===== src/rtl/decode_pkg.sv =====
// Shared defaults, field offsets and the immediate extension helper for the decode pipe.
package decode_pkg;

  localparam int INST_W_D = 16;
  localparam int OP_W_D   = 4;
  localparam int REG_W_D  = 4;
  localparam int IMM_W_D  = 8;
  localparam int DATA_W_D = 8;
  localparam int DEPTH_D  = 2;

  // Field offsets for the default word layout: op in the MSBs, then reg0..reg2.
  localparam int OP_LSB   = INST_W_D - OP_W_D;
  localparam int REG0_LSB = OP_LSB - REG_W_D;
  localparam int REG1_LSB = REG0_LSB - REG_W_D;
  localparam int REG2_LSB = REG1_LSB - REG_W_D;

  // Extend the low 'width' bits of val to 64 bits; callers truncate to their data width.
  function automatic logic [63:0] extend_imm(input logic [63:0] val,
                                             input int unsigned width,
                                             input logic sext);
    logic [63:0] mask;
    logic [63:0] res;
    mask = (64'd1 << width) - 64'd1;
    res  = val & mask;
    if (sext && val[width-1]) res = res | ~mask;
    return res;
  endfunction

endpackage


===== src/rtl/sync_fifo.sv =====
// Small synchronous FIFO with flush; pointers wrap modulo DEPTH.
module sync_fifo #(
  parameter int WIDTH = 16,
  parameter int DEPTH = 2
) (
  input  logic                         clk,
  input  logic                         rst_n,
  input  logic                         flush,
  input  logic                         push,
  input  logic                         pop,
  input  logic [WIDTH-1:0]             din,
  output logic [WIDTH-1:0]             dout,
  output logic [$clog2(DEPTH+1)-1:0]   count,
  output logic                         full,
  output logic                         empty
);

  localparam int PTR_W = (DEPTH > 1) ? $clog2(DEPTH) : 1;
  localparam int CNT_W = $clog2(DEPTH + 1);
  localparam logic [PTR_W-1:0] LAST    = PTR_W'(DEPTH - 1);
  localparam logic [CNT_W-1:0] FULL_CT = CNT_W'(DEPTH);

  logic [WIDTH-1:0] mem [DEPTH];
  logic [PTR_W-1:0] wr_ptr;
  logic [PTR_W-1:0] rd_ptr;
  logic             do_push;
  logic             do_pop;

  function automatic logic [PTR_W-1:0] next_ptr(input logic [PTR_W-1:0] p);
    return (p == LAST) ? '0 : p + 1'b1;
  endfunction

  assign full    = (count == FULL_CT);
  assign empty   = (count == '0);
  assign do_push = push && !full;
  assign do_pop  = pop && !empty;
  assign dout    = mem[rd_ptr];

  // Pointer and count update; reset beats flush, flush beats push/pop.
  always_ff @(posedge clk) begin
    if (!rst_n) begin
      wr_ptr <= '0;
      rd_ptr <= '0;
      count  <= '0;
    end else if (flush) begin
      wr_ptr <= '0;
      rd_ptr <= '0;
      count  <= '0;
    end else begin
      if (do_push) wr_ptr <= next_ptr(wr_ptr);
      if (do_pop)  rd_ptr <= next_ptr(rd_ptr);
      case ({do_push, do_pop})
        2'b10:   count <= count + 1'b1;
        2'b01:   count <= count - 1'b1;
        default: count <= count;
      endcase
    end
  end

  // Storage write; contents need no reset because count gates every read.
  always_ff @(posedge clk) begin
    if (rst_n && !flush && do_push) mem[wr_ptr] <= din;
  end

endmodule


===== src/rtl/decode_pipe.sv =====
// Elastic instruction decoder: input FIFO with empty-bypass feeding a registered decode stage.
// Handshake: a transfer happens on a rising edge where valid && ready; ready never depends on valid,
// and a producer holding valid low-to-high may not see its word taken until that edge.
module decode_pipe
  import decode_pkg::*;
#(
  parameter int                  INST_W      = INST_W_D,
  parameter int                  OP_W        = OP_W_D,
  parameter int                  REG_W       = REG_W_D,
  parameter int                  IMM_W       = IMM_W_D,
  parameter int                  DATA_W      = DATA_W_D,
  parameter int                  DEPTH       = DEPTH_D,
  parameter logic [2**OP_W-1:0]  SEXT_OPS    = 16'h0000,
  parameter logic [2**OP_W-1:0]  ILLEGAL_OPS = 16'h0000
) (
  input  logic                         clk,
  input  logic                         rst_n,
  input  logic                         flush,
  input  logic                         in_valid,
  output logic                         in_ready,
  input  logic [INST_W-1:0]            inst,
  output logic                         out_valid,
  input  logic                         out_ready,
  output logic [OP_W-1:0]              op,
  output logic [REG_W-1:0]             reg0,
  output logic [REG_W-1:0]             reg1,
  output logic [REG_W-1:0]             reg2,
  output logic [IMM_W-1:0]             imm,
  output logic [DATA_W-1:0]            imm_ext,
  output logic                         illegal,
  output logic [$clog2(DEPTH+1)-1:0]   occupancy
);

  localparam int OP_LO = INST_W - OP_W;
  localparam int R0_LO = OP_LO - REG_W;
  localparam int R1_LO = R0_LO - REG_W;
  localparam int R2_LO = R1_LO - REG_W;

  logic              fifo_full;
  logic              fifo_empty;
  logic [INST_W-1:0] fifo_dout;
  logic              out_free;
  logic              bypass;
  logic              fifo_push;
  logic              fifo_pop;
  logic              load;
  logic [INST_W-1:0] src;

  logic [OP_W-1:0]   op_d;
  logic [REG_W-1:0]  reg0_d;
  logic [REG_W-1:0]  reg1_d;
  logic [REG_W-1:0]  reg2_d;
  logic [IMM_W-1:0]  imm_d;
  logic [DATA_W-1:0] imm_ext_d;
  logic              illegal_d;

  assign in_ready  = !fifo_full;
  assign out_free  = !out_valid || out_ready;
  // An empty FIFO with a free output stage lets the word skip the buffer entirely.
  assign bypass    = fifo_empty && out_free && in_valid;
  assign fifo_push = in_valid && in_ready && !bypass;
  assign fifo_pop  = !fifo_empty && out_free;
  assign load      = fifo_pop || bypass;
  assign src       = fifo_pop ? fifo_dout : inst;

  sync_fifo #(
    .WIDTH (INST_W),
    .DEPTH (DEPTH)
  ) u_fifo (
    .clk   (clk),
    .rst_n (rst_n),
    .flush (flush),
    .push  (fifo_push),
    .pop   (fifo_pop),
    .din   (inst),
    .dout  (fifo_dout),
    .count (occupancy),
    .full  (fifo_full),
    .empty (fifo_empty)
  );

  // Fixed-slice field extraction and opcode classification of the word being loaded.
  always_comb begin
    op_d      = src[OP_LO +: OP_W];
    reg0_d    = src[R0_LO +: REG_W];
    reg1_d    = src[R1_LO +: REG_W];
    reg2_d    = src[R2_LO +: REG_W];
    imm_d     = src[IMM_W-1:0];
    imm_ext_d = DATA_W'(extend_imm(64'(imm_d), IMM_W, SEXT_OPS[op_d]));
    illegal_d = ILLEGAL_OPS[op_d];
  end

  // Output stage: load on pop/bypass, clear valid once consumed with nothing behind it.
  always_ff @(posedge clk) begin
    if (!rst_n) begin
      out_valid <= 1'b0;
      op        <= '0;
      reg0      <= '0;
      reg1      <= '0;
      reg2      <= '0;
      imm       <= '0;
      imm_ext   <= '0;
      illegal   <= 1'b0;
    end else if (flush) begin
      out_valid <= 1'b0;
    end else if (load) begin
      out_valid <= 1'b1;
      op        <= op_d;
      reg0      <= reg0_d;
      reg1      <= reg1_d;
      reg2      <= reg2_d;
      imm       <= imm_d;
      imm_ext   <= imm_ext_d;
      illegal   <= illegal_d;
    end else if (out_ready) begin
      out_valid <= 1'b0;
    end
  end

endmodule


===== config.mk =====
export PLATFORM = sky130hd
export DESIGN_NAME = decode_pipe
export DESIGN_NICKNAME = d
export VERILOG_FILES = /design/src/rtl/decode_pkg.sv /design/src/rtl/sync_fifo.sv /design/src/rtl/decode_pipe.sv
export SDC_FILE = /design/constraint.sdc
export NUM_CORES = 1
export LEC_CHECK = 0
export CAP_MARGIN = 20
export CORE_ASPECT_RATIO = 0.9
export CORE_MARGIN = 2
export CORE_UTILIZATION = 45
export DETAILED_ROUTE_END_ITERATION = 10
export GPL_TIMING_DRIVEN = 0
export PLACE_DENSITY_LB_ADDON = 0.2
export SETUP_SLACK_MARGIN = 0.2
export SYNTH_ARGS = -nofsm -noshare
export SYNTH_HDL_FRONTEND = slang
export SYNTH_SLANG_ARGS = --single-unit

===== constraint.sdc =====
create_clock -name clk -period 2.73 [get_ports clk]
set_input_delay 0.546 -clock clk [delete_from_list [all_inputs] [get_ports clk]]
set_output_delay 0.546 -clock clk [all_outputs]
set_load 0.02 [all_outputs]

# Word level (Yosys, flattened, before mapping)

Memories as Yosys holds them, arrays and structs flattened. A register that Yosys moved wholly into a read port is not among the register bits.
Index checks and enable logic that the tools add are counted.

ROM bits: 16
Memories kept: 2
Input bits: 21
Memory bits (writable): 32
Output and inout port bits: 37
Word-level logic and storage cells: 53
Bits in registers: 37

$add $sub $neg: 4
Mux-type cells: 10
Reductions and logical operators: 22
Equality and inequality tests: 3
Bitwise gates (word level): 2

Memories:

| name             | words | bits a word | rd ports | clocked after memory_dff | wr ports | RTL line          | source |
|---|---|---|---|---|---|---|---|
| u_fifo.mem       | 2     | 16          | 1        | 1                        | 1        | sync_fifo.sv:23   | `logic [WIDTH-1:0] mem [DEPTH];` |
| (name not given) | 16    | 1           | 1        | 1                        | 0        | decode_pipe.sv:90 | `illegal_d = ILLEGAL_OPS[op_d];` |

Operators by type and width:

| cell                  | count |
|---|---|
| $mux W16              | 1 |
| $logic_and A1 B1 Y1   | 9 |
| $mux W1               | 8 |
| $logic_not A1 Y1      | 6 |
| $eq A2 B2 Y1 const B  | 2 |
| $pmux W2 S2           | 1 |
| $reduce_bool A2 Y1    | 2 |
| $add A1 B1 Y1 const B | 2 |
| $add A2 B1 Y2 const B | 1 |
| $eq A2 B1 Y1 const B  | 1 |
| $logic_not A2 Y1      | 1 |
| $logic_or A1 B1 Y1    | 2 |
| $not A1 Y1            | 2 |
| $reduce_and A2 Y1     | 1 |
| $reduce_or A2 Y1      | 1 |
| $sub A2 B1 Y2 const B | 1 |

# Logic depth before layout (Yosys ltp)

Depth after elaboration: 10
Gate-level depth with buffers: 8
Mapped depth without buffers: 6

# Cells and area by module

Synthesis repeated with hierarchy kept, for this count alone.

Cell total of the unflattened synthesis: 193
Area total of the unflattened synthesis: 2427.3 sq um

Modules (own cells, without submodules):

| module      | cells each | area each (sq um) | instances | seq. area each (sq um) |
|---|---|---|---|---|
| sync_fifo   | 77         | 1380.1            | 1         | 1061.0 |
| decode_pipe | 116        | 1047.3            | 1         | 340.3 |

# Least setup slack after synthesis

Ideal clock, no wire load.

Path kind: input -> register
Start: in rst_n
End: mem u_fifo.mem[0][0], enable pin
Setup slack: 0.166 ns
Required time: 2.321 ns
Arrival: 2.154 ns
Stages on the path: 4
Library setup time: 0.409 ns
Path buffers: 2
Cells stage by stage: clkbuf_1 -> nand2b_1 -> clkbuf_1 -> nor3_1

Word-level cells in the longest chain between the ends: 4

Ends and longest elaborated chain:

| item                              | RTL line          | source |
|---|---|---|
| from (decl)                       | decode_pipe.sv:17 | `input logic rst_n,` |
| $logic_and A1 B1 Y1 (2 in series) | sync_fifo.sv:62   | `if (rst_n && !flush && do_push) mem[wr_ptr] <= din;` |
| $mux W1                           | sync_fifo.sv:62   |  |
| $mux W1 (implied by the code)     | sync_fifo.sv:62   |  |
| to (decl)                         | sync_fifo.sv:23   |  |

Every way passes these cells.

# Worst setup path in the final report

Start: reg u_fifo.count[0]
End: out in_ready

Word-level cells in the longest chain between the ends: 2

Ends and longest elaborated chain:

| item                   | RTL line          | source |
|---|---|---|
| from (decl)            | sync_fifo.sv:13   | `output logic [$clog2(DEPTH+1)-1:0] count,` |
| from (signal assigned) | sync_fifo.sv:53   | `2'b10: count <= count + 1'b1;` |
| from (signal assigned) | sync_fifo.sv:54   | `2'b01: count <= count - 1'b1;` |
| from (signal assigned) | sync_fifo.sv:55   | `default: count <= count;` |
| $eq A2 B2 Y1           | sync_fifo.sv:33   | `assign full = (count == FULL_CT);` |
| $logic_not A1 Y1       | decode_pipe.sv:57 | `assign in_ready = !fifo_full;` |
| to (decl)              | decode_pipe.sv:20 | `output logic in_ready,` |

Every way passes these cells.

==> qor.csv <==
stage;metric;value;unit
routing;antenna-violating nets left;0;
logic_synthesis;sequential element share of the synthesized area;55.1;%
setup_path;RR Endpoint;u_fifo.count[1]$_SDFFE_PP0P_;
power_and_ir_drop;worst vdd ir;0.209;mV
clock_network;CTS Buffer Depth;2;
floorplanning;Die W;83.2;µm
timing;Max-slew headroom;47.9;%
setup_path;worst r2r src;out_valid$_SDFFE_PP0P_;
floorplanning;boundary pin count;58;
global_route;first-pass GRT wire length;8.29;mm
logic_synthesis;synth warn;0;
setup_path;crit path DAT;1820;ps
clock_network;CTS buffer count;5;
power_and_ir_drop;P_leak;1.07;nW
logic_synthesis;Synth cell types;29;
logic_synthesis;mean post-synth cell area;12.6;µm²
timing;final setup violation count;0;
setup_path;crit path kind;flip-flop to output pin;
logic_synthesis;Synthesized Nets;223;
global_route;final global-route overflow total;0;
timing;Tightest Pin Transition;761;ps
final_layout;nets;286;
setup_path;Critical Path End;in_ready;
final_layout;ant diodes;0;
timing;Max Freq;422;MHz
final_layout;Layout fillers;439;
setup_path;CP startpoint kind;flip-flop;
logic_synthesis;synthesized area;2540;µm²
global_route;Tot GR Track Use;17.5;%
power_and_ir_drop;PD cells;483;nW/µm²
final_layout;commonest cells after routing, fill and taps aside;clkdlybuf4s50_1, edfxtp_1, dfxtp_1, buf_4;
setup_path;Crit path required time;2180;ps
clock_network;H-tree lvl count;2;
logic_synthesis;#FFs+latches synth;54;
final_layout;fin util;61.6;%
routing;routed len/inst;16.3;µm
floorplanning;area of the core;5350;µm²
routing;Via-to-Cell Ratio;5.46;
final_layout;register area;1400;µm²
routing;initial drt markers;68;
floorplanning;Die Y-Extent;75.3;µm
logic_synthesis;Simple-Gate Fraction of Synth Area;3.64;%
setup_path;critical path startpoint;u_fifo.count[0]$_SDFFE_PP0P_;
final_layout;fraction of layout cells with a size suffix above 1;18.9;%
hold_path;hold crit path type;flip-flop to flip-flop;
clock_network;Clock Tree Root;clkbuf_8;
global_route;largest net degree at the start of global routing;16;
logic_synthesis;Post-Synth Adder-Cell Area;0.492;%
timing;Tmin final;2370;ps
setup_path;R2R Setup Slk;670;ps
timing;final worst clock skew;6.50;ps
final_layout;commonest non-fill, non-tap cell in the layout;clkdlybuf4s50_1;
timing;Slew Viols, Final;0;
logic_synthesis;compound-cell area share of the yosys netlist;23.9;%
routing;DR vias;1813;
logic_synthesis;xor and xnor fraction of the mapped netlist area;0.689;%
logic_synthesis;Mapped Cells;201;
run_status;outcome;finished, final reports clean;
timing;Fin. Hold Viols;0;
routing;TritonRoute pass-1 iters;4;
clock_network;clock sinks;54;
setup_path;Setup crit end kind;output pin;
routing;DRC;0;
logic_synthesis;post-synthesis mux area share;6.74;%
timing;crit share post-route;86.8;%
final_layout;Area Growth Syn to Fin;29.7;%
timing;worst-case hold slack;521;ps
timing;RSZ-0062 raised after global routing;no;
placement;DPL Wire Length;3.93;mm
final_layout;multi-input logic area;915;µm²
floorplanning;die area;6270;µm²
setup_path;reg2reg path depth;7;
clock_network;Reg clk slew, reported paths;90;ps
global_route;initial antenna violation count;0;
clock_network;CTS tree;built;
job;Max-Cap Viols;0;
setup_path;critical path fanouts, max;10;
floorplanning;floorplan row count;25;
global_route;number of global-route vias before repair;1662;
floorplanning;Initial Util;47.5;%
routing;final WL;5.40;mm
clock_network;latest clock arrival within the worst-skew pair;310;ps
placement;GP Congestion;0.753;
logic_synthesis;largest family of logic cells by synthesized area;compound AO/OA/AOI/OAI gates;
placement;I/O Buffers;54;
==> power breakdown <==
part / internal [W] / switching, W
Sequential: 0.000877 / 0.0000111
Clock: 0.000205 / 0.000254
Combinational: 0.000125 / 0.000120
Total: 0.00121 / 0.000385
==> worst max-delay path, stage by stage, from the launching register on <==
cell	delay [ps]
dfxtp_1	450
clkbuf_2	280
nand2b_1	170
clkdlybuf4s50_1	610
==> routing by layer <==
layer	vias to the layer above	share of wire [%]	global-route usage (%)
li1	894	-	-
met1	850	47	22.8
met2	61	45	28.9
met3	8	6.5	4.55
met4	0	1.3	6.38
met5	-	0	0
==> how the worst min path moves through the flow <==
stage | start | slack [ps] | depth (start not counted) | endpoint
2_1_floorplan | u_fifo.rd_ptr$_SDFFE_PP0P_ | 480 | 2 | flip-flop
3_3_place_gp | u_fifo.rd_ptr$_SDFFE_PP0P_ | 500 | 2 | flip-flop
3_5_place_dp | u_fifo.rd_ptr$_SDFFE_PP0P_ | 510 | 2 | flip-flop
4_1_cts | u_fifo.rd_ptr$_SDFFE_PP0P_ | 520 | 2 | flip-flop
5_1_grt | u_fifo.rd_ptr$_SDFFE_PP0P_ | 560 | 2 | u_fifo.rd_ptr$_SDFFE_PP0P_
6_report | u_fifo.rd_ptr$_SDFFE_PP0P_ | 520 | 2 | flip-flop
==> timing repair <==
item / 4_1_cts / 5_1_grt
endpoints found under the setup margin: 0 / 2
hold buffers: 0 / 0
buffers inserted: 0 / 0
gates resized for setup: 0 / 4
==> sequential cells by signal, indices dropped and copies added, names as in the netlist, named ones only <==
register / count
imm_ext: 1
op: 4
out_valid: 1
reg0: 4
reg1: 4
reg2: 3
u_fifo.count: 2
u_fifo.mem: 32
u_fifo.rd_ptr: 1
u_fifo.wr_ptr: 1
==> per-stage QoR <==
stage | setup slack, ps | area, µm² | total power, W | instances | TNS [ps]
2_1_floorplan | 166 | 2540 | 0.00104 | 201 | 0
3_3_place_gp | -1100 | 3170 | 0.00115 | 322 | -34730
3_5_place_dp | -103 | 3200 | 0.00115 | 324 | -103
4_1_cts | 215 | 3290 | 0.00160 | 332 | 0
5_1_grt | 246 | 3300 | 0.00164 | 332 | 0
6_report | 361 | 3300 | 0.00159 | 332 | 0
==> synthesized netlist by cell type <==
master,number,area [µm²]
o31a_1,16,140
buf_6,2,22.5
mux2i_1,16,160
conb_1,1,3.75
buf_1,2,7.51
o21ai_0,3,15.0
a21oi_1,3,15.0
nor2b_1,1,6.26
a211oi_1,16,120
a2111oi_0,7,61.3
clkbuf_1,10,37.5
nor3_1,3,15.0
nor3_2,1,10.0
mux2_2,1,11.3
buf_2,6,30.0
ha_1,1,12.5
edfxtp_1,32,961
xnor2_1,1,8.76
or2_1,1,6.26
buf_4,18,135
nor3b_1,1,7.51
a2111oi_2,9,135
nand2b_1,2,12.5
inv_1,1,3.75
dfxtp_1,22,440
o21a_1,16,120
xor2_1,1,8.76
nor2_1,6,22.5
or3_1,2,12.5
==> kinds of logic after synthesis <==
| logic type | count (synthesis) |
|---|---|
| AND/OR/NAND/NOR | 17 |
| buffers and inverters | 39 |
| other | 1 |
| multiplexers | 17 |
| XOR/XNOR | 2 |
| flip-flops | 54 |
| adder cells (fa/ha/maj) | 1 |
| AO/OA/AOI/OAI | 70 |
==> final cells by class <==
cell class	count	share of cell area [%]
flip-flops and latches	54	42.5
multi-input cells	108	27.7
repair buffers	56	17.2
plain buffers	38	7.13
clock buffers	7	2.62
well taps	67	2.54
clock inverters	1	0.152
inverters	1	0.114
Power figures use the tool's default switching activity.
